[config.mk]
export PLATFORM = sky130hd
export DESIGN_NAME = sevseg_readback
export DESIGN_NICKNAME = d
export VERILOG_FILES = /design/src/rtl/sevseg_pkg.sv /design/src/rtl/sevseg_pattern_decode.sv /design/src/rtl/sevseg_readback.sv
export SDC_FILE = /design/constraint.sdc
export NUM_CORES = 1
export LEC_CHECK = 0
export ABC_AREA = 1
export BUFFER_PORTS_ARGS = -buffer_cell sky130_fd_sc_hd__buf_2
export CORE_MARGIN = 8
export CORE_UTILIZATION = 40
export DETAILED_ROUTE_END_ITERATION = 12
export REMOVE_ABC_BUFFERS = 1
export SYNTH_ARGS = -nofsm -noshare
export SYNTH_HDL_FRONTEND = slang
export SYNTH_HIERARCHICAL = 1
export SYNTH_SLANG_ARGS = --single-unit
[constraint.sdc]
create_clock -name clk -period 6.2 [get_ports clk]
set_input_delay 1.24 -clock clk [delete_from_list [all_inputs] [get_ports clk]]
set_output_delay 1.24 -clock clk [all_outputs]
set_load 0.05 [all_outputs]
[src/rtl/sevseg_pkg.sv]
// sevseg_pkg: segment constants, decoded-digit struct and sampler states for sevseg_readback
package sevseg_pkg;
    localparam logic [6:0] SEG_0     = 7'b1000000;
    localparam logic [6:0] SEG_1     = 7'b1111001;
    localparam logic [6:0] SEG_2     = 7'b0100100;
    localparam logic [6:0] SEG_3     = 7'b0110000;
    localparam logic [6:0] SEG_4     = 7'b0011001;
    localparam logic [6:0] SEG_5     = 7'b0010010;
    localparam logic [6:0] SEG_6     = 7'b0000010;
    localparam logic [6:0] SEG_7     = 7'b1111000;
    localparam logic [6:0] SEG_8     = 7'b0000000;
    localparam logic [6:0] SEG_9     = 7'b0010000;
    localparam logic [6:0] SEG_BLANK = 7'b1111111;
    localparam logic [6:0] SEG_A     = 7'b0001000;
    localparam logic [6:0] SEG_B     = 7'b0000011;
    localparam logic [6:0] SEG_C     = 7'b1000110;
    localparam logic [6:0] SEG_D     = 7'b0100001;
    localparam logic [6:0] SEG_E     = 7'b0000110;
    localparam logic [6:0] SEG_F     = 7'b0001110;

    typedef struct packed {
        logic       valid;
        logic       blank;
        logic [3:0] code;
    } digit_t;

    typedef enum logic [1:0] {ST_HUNT = 2'd0, ST_SETTLE = 2'd1, ST_HOLD = 2'd2} state_t;
endpackage

[src/rtl/sevseg_pattern_decode.sv]
// sevseg_pattern_decode: active-low 7-seg pattern to BCD/blank; hex letters A-F valid only with SEVSEG_RB_HEX_EN
module sevseg_pattern_decode
    import sevseg_pkg::*;
(
    input  logic [6:0] seg,
    output digit_t     dec
);
    // table lookup; anything unlisted is flagged invalid with code 0
    always_comb begin
        dec = '{valid: 1'b1, blank: 1'b0, code: 4'h0};
        case (seg)
            SEG_0:     dec.code = 4'h0;
            SEG_1:     dec.code = 4'h1;
            SEG_2:     dec.code = 4'h2;
            SEG_3:     dec.code = 4'h3;
            SEG_4:     dec.code = 4'h4;
            SEG_5:     dec.code = 4'h5;
            SEG_6:     dec.code = 4'h6;
            SEG_7:     dec.code = 4'h7;
            SEG_8:     dec.code = 4'h8;
            SEG_9:     dec.code = 4'h9;
            SEG_BLANK: dec.blank = 1'b1;
`ifdef SEVSEG_RB_HEX_EN
            SEG_A:     dec.code = 4'hA;
            SEG_B:     dec.code = 4'hB;
            SEG_C:     dec.code = 4'hC;
            SEG_D:     dec.code = 4'hD;
            SEG_E:     dec.code = 4'hE;
            SEG_F:     dec.code = 4'hF;
`endif
            default:   dec.valid = 1'b0;
        endcase
    end
endmodule

[src/rtl/sevseg_readback.sv]
// sevseg_readback: recovers committed digits from a muxed active-low 7-seg bus; hex letters via SEVSEG_RB_HEX_EN
module sevseg_readback
    import sevseg_pkg::*;
#(
    parameter int DIGITS       = 4,
    parameter int SETTLE       = 2,
    parameter int STABLE_SCANS = 3
) (
    input  logic                  clk,
    input  logic                  rst_n,
    input  logic [6:0]            seg_in,
    input  logic [DIGITS-1:0]     an_in,
    output logic [4*DIGITS-1:0]   value_out,
    output logic [DIGITS-1:0]     blank_out,
    output logic                  valid_out,
    output logic                  update_out,
    output logic                  err_out,
    output logic [7:0]            err_cnt
);
    localparam int DW = DIGITS > 1 ? $clog2(DIGITS) : 1;
    localparam int SW = SETTLE > 1 ? $clog2(SETTLE) : 1;
    localparam int CW = $clog2(STABLE_SCANS + 1);

    logic [6:0]          seg_r;
    logic [DIGITS-1:0]   an_r, an_prev;
    state_t              state;
    logic [SW-1:0]       scnt;
    digit_t              dec, smp;
    logic                smp_v;
    logic [DW-1:0]       smp_d, sel;
    logic [4*DIGITS-1:0] cand;
    logic [DIGITS-1:0]   cand_blank, seen;
    logic [CW-1:0]       cnt [DIGITS];
    logic [CW-1:0]       ncnt;
    logic                changed, onehot, multi, take, same, commit, differs, err_next;

    sevseg_pattern_decode u_dec (.seg(seg_r), .dec(dec));

    // input registers; an_prev remembers the last selection to detect changes
    always_ff @(posedge clk or negedge rst_n) begin
        if (!rst_n) begin
            seg_r   <= '1;
            an_r    <= '1;
            an_prev <= '1;
        end else begin
            seg_r   <= seg_in;
            an_r    <= an_in;
            an_prev <= an_r;
        end
    end

    // selection classification, sample strobe and stability next-state
    always_comb begin
        changed  = an_r != an_prev;
        onehot   = $countones(~an_r) == 1;
        multi    = !(&an_r) && !onehot;
        take     = state == ST_SETTLE && !changed && scnt == SW'(SETTLE - 1);
        sel      = '0;
        for (int i = 0; i < DIGITS; i++) if (!an_r[i]) sel = DW'(i);
        same     = smp.code == cand[4*smp_d +: 4] && smp.blank == cand_blank[smp_d];
        ncnt     = !same ? CW'(1) : cnt[smp_d] == CW'(STABLE_SCANS) ? cnt[smp_d] : cnt[smp_d] + 1'b1;
        commit   = smp_v && smp.valid && ncnt == CW'(STABLE_SCANS);
        differs  = smp.code != value_out[4*smp_d +: 4] || smp.blank != blank_out[smp_d];
        err_next = (changed && multi) || (smp_v && !smp.valid);
    end

    // sampler FSM: any selection change restarts from HUNT or SETTLE
    always_ff @(posedge clk or negedge rst_n) begin
        if (!rst_n) begin
            state <= ST_HUNT;
            scnt  <= '0;
        end else if (changed) begin
            state <= onehot ? ST_SETTLE : ST_HUNT;
            scnt  <= '0;
        end else if (state == ST_SETTLE) begin
            state <= take ? ST_HOLD : ST_SETTLE;
            scnt  <= scnt + 1'b1;
        end
    end

    // one decoded sample per settled selection
    always_ff @(posedge clk or negedge rst_n) begin
        if (!rst_n) begin
            smp_v <= 1'b0;
            smp   <= '0;
            smp_d <= '0;
        end else begin
            smp_v <= take;
            smp   <= dec;
            smp_d <= sel;
        end
    end

    // per-digit candidate tracking, commit, and error accounting
    always_ff @(posedge clk or negedge rst_n) begin
        if (!rst_n) begin
            cand       <= '0;
            cand_blank <= '0;
            for (int i = 0; i < DIGITS; i++) cnt[i] <= '0;
            value_out  <= '0;
            blank_out  <= '1;
            seen       <= '0;
            update_out <= 1'b0;
            err_out    <= 1'b0;
            err_cnt    <= '0;
        end else begin
            update_out <= commit && differs;
            err_out    <= err_next;
            if (err_next && err_cnt != 8'hFF) err_cnt <= err_cnt + 8'd1;
            if (smp_v && !smp.valid) cnt[smp_d] <= '0;
            if (smp_v && smp.valid) begin
                cand[4*smp_d +: 4] <= smp.code;
                cand_blank[smp_d]  <= smp.blank;
                cnt[smp_d]         <= ncnt;
            end
            if (commit) begin
                value_out[4*smp_d +: 4] <= smp.code;
                blank_out[smp_d]        <= smp.blank;
                seen[smp_d]             <= 1'b1;
            end
        end
    end

    assign valid_out = &seen;
endmodule

==> results of run 1 <==
==> cell families after synthesis <==
group / synth area share [%]
buf+inv: 8.89
flops: 47.9
simple gates: 32.0
xor+xnor: 2.23
compound gates: 5.93
fa+ha+maj: 3.09
==> worst reg2reg max path, cell delays in order, from the launching register on <==
cell and delay [ns]:
dfstp_2 0.58, fa_1 0.43, inv_1 0.07, ha_1 0.13
ha_1 0.21, or3b_2 0.46, nand2_1 0.11, o21ai_2 0.13
nand2_2 0.16, nor2_1 0.06, nand2_1 0.05, nand2_1 0.04
==> routing by layer <==
layer	global-route usage, %	share of wire [%]
met1	18.3	47
met4	5.81	1.8
met3	3.83	5.7
met2	22.3	45
met5	0	0
==> registers in the layout, summed over array words and instances (netlist names), named ones only <==
| register | cells |
|---|---|
| an_prev | 4 |
| seg_r | 7 |
| cand_blank | 4 |
| smp | 6 |
| blank_out | 4 |
| smp_d | 2 |
| seen | 4 |
| scnt | 1 |
| value_out | 16 |
| an_r | 4 |
| smp_v | 1 |
| update_out | 1 |
| err_cnt | 8 |
| err_out | 1 |
| cand | 16 |
| state | 2 |
==> synthesized netlist by cell type (3+ instances only) <==
master / number / area (µm²)
nand3_1: 39 / 195
ha_1: 10 / 125
nand3_2: 5 / 50.1
buf_6: 3 / 33.8
nor3_1: 4 / 20.0
inv_2: 8 / 30.0
buf_2: 8 / 40.0
nand2_2: 9 / 56.3
clkbuf_1: 3 / 11.3
xor2_1: 11 / 96.3
a21oi_1: 7 / 35.0
nand2_1: 173 / 649
o21ai_0: 36 / 180
nor2_2: 5 / 31.3
nor4_1: 5 / 31.3
nand4_1: 29 / 181
dfrtp_1: 70 / 1750
inv_1: 73 / 274
o211ai_1: 3 / 22.5
nor2_4: 5 / 56.3
nor2_1: 27 / 101
o21ai_1: 5 / 25.0
dfstp_2: 19 / 499
==> stage by stage <==
| stage | worst slack, ns | area, µm² | power (W) | utilization, % | cells |
|---|---|---|---|---|---|
| after floorplan | 3.07 | 4600 | 0.000846 | - | 559 |
| after global placement | 3.68 | 5010 | 0.000917 | 43.7 | 747 |
| after detailed placement | 3.61 | 5010 | 0.000922 | 43.7 | 747 |
| after CTS | 3.61 | 5350 | 0.00152 | 46.6 | 763 |
| after global routing | 3.46 | 5350 | 0.00158 | 46.6 | 763 |
| final | 3.63 | 5350 | 0.00151 | 46.6 | 763 |
==> path summary, 6_finish.rpt <==
path | slack, ns | end | from
max in group asynchronous | 4.31 | seg_r[2]$_DFF_PN1_ | rst_n
worst max register to register | 3.63 | err_cnt[6]$_DFFE_PN0P_ | an_r[1]$_DFF_PN1_
worst min register to register | 0.40 | an_prev[2]$_DFF_PN1_ | an_r[2]$_DFF_PN1_
worst min-delay path | 0.40 | an_prev[2]$_DFF_PN1_ | an_r[2]$_DFF_PN1_
min in group asynchronous | 0.90 | value_out[4]$_DFFE_PN0P_ | rst_n
worst max-delay path | 3.63 | err_cnt[6]$_DFFE_PN0P_ | an_r[1]$_DFF_PN1_
==> cell type report <==
class | count | area, µm²
clock buffer | 11 | 253
clock inverter | 5 | 77.6
fill | 1111 | 6120
inverter | 84 | 318
multi-input combinational | 386 | 2030
sequential | 89 | 2250
tap | 143 | 179
timing repair buffer | 45 | 233
==> report_power, final <==
| part | leakage, nW | total (W) | internal (W) | switching (W) |
|---|---|---|---|---|
| clock network | 0.163 | 0.000595 | 0.000374 | 0.000221 |
| logic | 1.40 | 0.000258 | 0.0000676 | 0.000191 |
| registers | 1.16 | 0.000653 | 0.000617 | 0.0000356 |
| total | 2.72 | 0.00151 | 0.00106 | 0.000447 |
==> results.yml, run 1 <==
pwr:
  p_per_area_nw_per_um2: 282
  ir_drop_uv: 272
  leakagePower_nw: 2.72
detailed_routing:
  routedWlPerCell_um: 14.0
  drt-total-wl_um: 10700
  drcViolationCount: 0
  via_per_inst: 5.02
  vias: 3833
  drt_iter0_drc: 202
  postRouteAntennaNets: 0
  dr.pass1.iters: 4
global_route:
  grt_pass1_wl_um: 18400
  antenna_found_initial: 0
  grt_pass1_vias: 3848
  grt_overflow_total: 0
  grt_max_degree: 46
  grt_usage_pct: 14.3
setup_path:
  cp_slowest_cell: "dfstp_2"
  cp_cell_sequence: "fa_1 > inv_1 > ha_1 > ha_1 > or3b_2 > nand2_1 > o21ai_2 > nand2_2 > nor2_1 > nand2_1 > nand2_1"
  timing.critical_path.buf_inv: 1
  worstPathArrival_ns: 2.80
  startpoint_type: "flop"
  crit_path_end_kind: "flop"
  crit_type: "flop to flop"
  cp_max_fo: 9
  crit_top_cell: "nand2_1"
  slowest_delay_ns: 0.58
  cp_top_family: "simple AND/OR/NAND/NOR gates"
  worstPathRequired_ns: 6.42
  crit_cells: 11
  worstRegToRegCells: 11
floorplanning:
  rows: 39
  die_h_um: 124
  start_util_pct: 41.0
  ios: 44
  core_area_um2: 11500
  dieArea_um2: 15500
  die_w_um: 124
clock_network:
  cts_max_level: 3
  clk_latency_ns: 0.34
  hold_buffers: 0
  cts-resized-gates: 0
  post_cts_buffers: 0
  cts_made_buffers: 9
  root_buffer: "clkbuf_16"
  cts_buffer_depth: 2
  clk_pin_slew_ns: 0.06
  cts_sinks: 89
  tritoncts: "yes"
timing:
  clock.fmax_ghz: 0.389
  rsz0062_at_grt: "no"
  hold_viol_final: 0
  whs_ns: 0.397
  finalCritPeriodShare_pct: 41.5
  maxSlewViolCount: 0
  setup_viol: 0
  fin_skew_ns: 0.00585
  max_slew_margin_pct: 61.4
  tightest_slew_ns: 0.577
  fin_crit_ns: 2.57
  tns_ns: 0
cells_and_area:
  final_cell_mix: "nand2_1, inv_1, dfrtp_1"
  fin_nets: 639
  syn_to_final_growth_pct: 13.6
  diodes: 0
  final_common_cell: "nand2_1"
  drive_gt1_share_pct: 19.5
synth:
  ys_async_sr_fraction_pct: 100
  synth_cell_types: 36
  synth-main-ff-cell: "dfrtp_1"
  synth-edff-count: 0
  synth_area_um2: 4700
  yosysSeqAreaShare_pct: 47.9
  ys_ff_latch: 89
  synth.avg_cell_area_um2: 8.18
  netlist_instances: 575
  yosys_warnings: 6
placed_design:
  hpwlAfterDp_um: 7650
  gp_congestion: 0.869
  port-buffer-count: 43
outcome:
  outcome: "complete, no violations"
min_path:
  min_path_cells: 0
  worst_hold_path_type: "flop to flop"
run:
  cap_violations: 0
No activity file was read; power rests on OpenSTA's default activity.
==> run 2, diff against run 1 <==
==> constraint.sdc (replaced) <==
create_clock -name clk -period 2.4 [get_ports clk]
set_input_delay 0.48 -clock clk [delete_from_list [all_inputs] [get_ports clk]]
set_output_delay 0.48 -clock clk [all_outputs]
set_load 0.05 [all_outputs]
==> results.yml, run 2 (synthesis results as in run 1) <==
outcome:
  outcome: "complete, no violations"
floorplanning:
  rows: 39
  core_area_um2: 11500
  dieArea_um2: 15500
  die_w_um: 124
  start_util_pct: 41.0
  die_h_um: 124
  ios: 44
setup_path:
  slowest_delay_ns: 0.54
  cp_cell_sequence: "fa_1 > inv_2 > ha_4 > ha_4 > or3b_4 > nand2_4 > o21ai_4 > nand2_4 > nor2_1 > nand2_1 > nand2_1"
  worstRegToRegCells: 11
  worstPathRequired_ns: 2.63
  worstReg2RegEnd: "err_cnt[6]$_DFFE_PN0P_"
  worstPathArrival_ns: 2.57
  crit_path_end_kind: "flop"
  crit_type: "flop to flop"
  timing.rr.start: "an_r[1]$_DFF_PN1_"
  startpoint_type: "flop"
  cp_slowest_cell: "dfstp_2"
  rrSetupSlack_ns: 0.05
  cp_max_fo: 8
global_route:
  grt_pass1_wl_um: 18700
  grt.busiest_layer: "met2"
  grt_pass1_vias: 3887
  grt_use_met1_pct: 18.1
  antenna_found_initial: 0
  grt_use_met2_pct: 23.6
  grt_max_degree: 90
  grt_overflow_total: 0
  met3_usage_pct: 4.81
  grt_usage_pct: 14.5
placed_design:
  placement.cell_area_um2: 5100
  dp.cells: 757
  gp_congestion: 0.853
  hpwlAfterDp_um: 7810
  port-buffer-count: 43
timing:
  clock.fmax_ghz: 0.426
  finalCritPeriodShare_pct: 97.8
  fin_crit_ns: 2.35
  tightest_slew_ns: 0.485
  setup_viol: 0
  fin_skew_ns: 0.00740
  maxSlewViolCount: 0
  max_slew_margin_pct: 67.7
  hold_viol_final: 0
  rsz0062_at_grt: "yes"
clock_network:
  cts_buffer_depth: 2
  clk_latency_ns: 0.35
  hold_buffers: 0
  clk_pin_slew_ns: 0.07
  cts_made_buffers: 9
  root_buffer: "clkbuf_16"
  tritoncts: "yes"
  cts_sinks: 89
  cts_max_level: 3
cells_and_area:
  post-route-util_pct: 48.1
  reg_top3: "cand x16, value_out x16, err_cnt x8"
  design_area_um2: 5510
  drive_gt1_share_pct: 21.8
  seq_area_um2: 2250
  syn_to_final_growth_pct: 17.2
  fin_cells: 775
  nFillCells: 1104
  final_cell_mix: "nand2_1, inv_1, dfrtp_1"
  final_common_cell: "nand2_1"
  fin_nets: 651
  multiInputGateArea_um2: 2080
  diodes: 0
detailed_routing:
  via_per_inst: 4.97
  dr.pass1.iters: 4
  routedWlPerCell_um: 13.9
  postRouteAntennaNets: 0
  drt_iter0_drc: 228
  drcViolationCount: 0
  vias: 3850
  drt-total-wl_um: 10800
pwr:
  leakagePower_nw: 2.79
  p_per_area_nw_per_um2: 721
  ir_drop_uv: 629
min_path:
  worst_hold_path_type: "input pin to async pin"
run:
  cap_violations: 0
run 2: changes by cell type in the layout (fill, tap and decap cells not counted), sizes merged:
cell / delta
clkinvlp: +1
clkbuf: -1
inv: +1
buf: +12
clkinv: -1
run 2: how the worst max path moves through the flow:
| stage | slack [ns] | end | start | cells past startpoint |
|---|---|---|---|---|
| after floorplan | -0.01 | err_cnt[6]$_DFFE_PN0P_ | an_r[1]$_DFF_PN1_ | 11 |
| after global placement | -0.06 | err_cnt[6]$_DFFE_PN0P_ | an_r[0]$_DFF_PN1_ | 11 |
| after detailed placement | -0.11 | err_cnt[6]$_DFFE_PN0P_ | an_r[0]$_DFF_PN1_ | 11 |
| after CTS | 0.02 | err_cnt[1]$_DFFE_PN0P_ | an_r[0]$_DFF_PN1_ | 10 |
| after global routing | -0.02 | err_cnt[6]$_DFFE_PN0P_ | an_r[1]$_DFF_PN1_ | 11 |
| final | 0.05 | err_cnt[6]$_DFFE_PN0P_ | an_r[1]$_DFF_PN1_ | 11 |
run 2: per-stage QoR:
stage	hold slack (ns)	worst slack, ns	TNS, ns	total power [W]
final	0.143	0.0526	0	0.00397
after floorplan	0.184	-0.0145	-0.0145	0.00219
after detailed placement	0.383	-0.111	-0.491	0.00241
after CTS	0.192	0.0186	0	0.00399
after global placement	0.381	-0.0555	-0.107	0.00239
after global routing	0.206	-0.0229	-0.0229	0.00416
run 2: report_power, final:
part	switching (W)	total [W]	internal [W]	leakage, nW
logic	0.000513	0.000739	0.000226	1.47
clock network	0.000603	0.00155	0.000944	0.159
registers	0.0000914	0.00169	0.00159	1.16
run 2: per-layer routing:
metal / routed length, µm / vias to the layer above / share of wire (%)
li1: - / 1935 / -
met1: 4970 / 1807 / 46
met2: 5130 / 97 / 48
met3: 553 / 11 / 5.1
met4: 93 / 0 / 0.86
met5: 0 / - / 0
run 2: cell type report:
cell class | count | area share (%)
Tap cell | 143 | 3.25
Clock inverter | 6 | 1.63
Multi-Input combinational cell | 386 | 37.8
Inverter | 84 | 5.77
Timing Repair Buffer | 57 | 6.38
Clock buffer | 10 | 4.34
Sequential cell | 89 | 40.8
run 2: worst max-delay path, delay by kind of cell, from the launching register on:
kind                     cells  cell delay (ns)
AO/OA/AOI/OAI                1             0.09
AND/OR/NAND/NOR              6             0.78
adder cells (fa/ha/maj)      3             0.76
buffers and inverters        1             0.08
flip-flops                   1             0.54
run 2: repair_timing:
item	in CTS	in global routing
buffers inserted	1	1
setup endpoints to repair	7	6
pin swaps	1	7
gates resized for setup	4	6
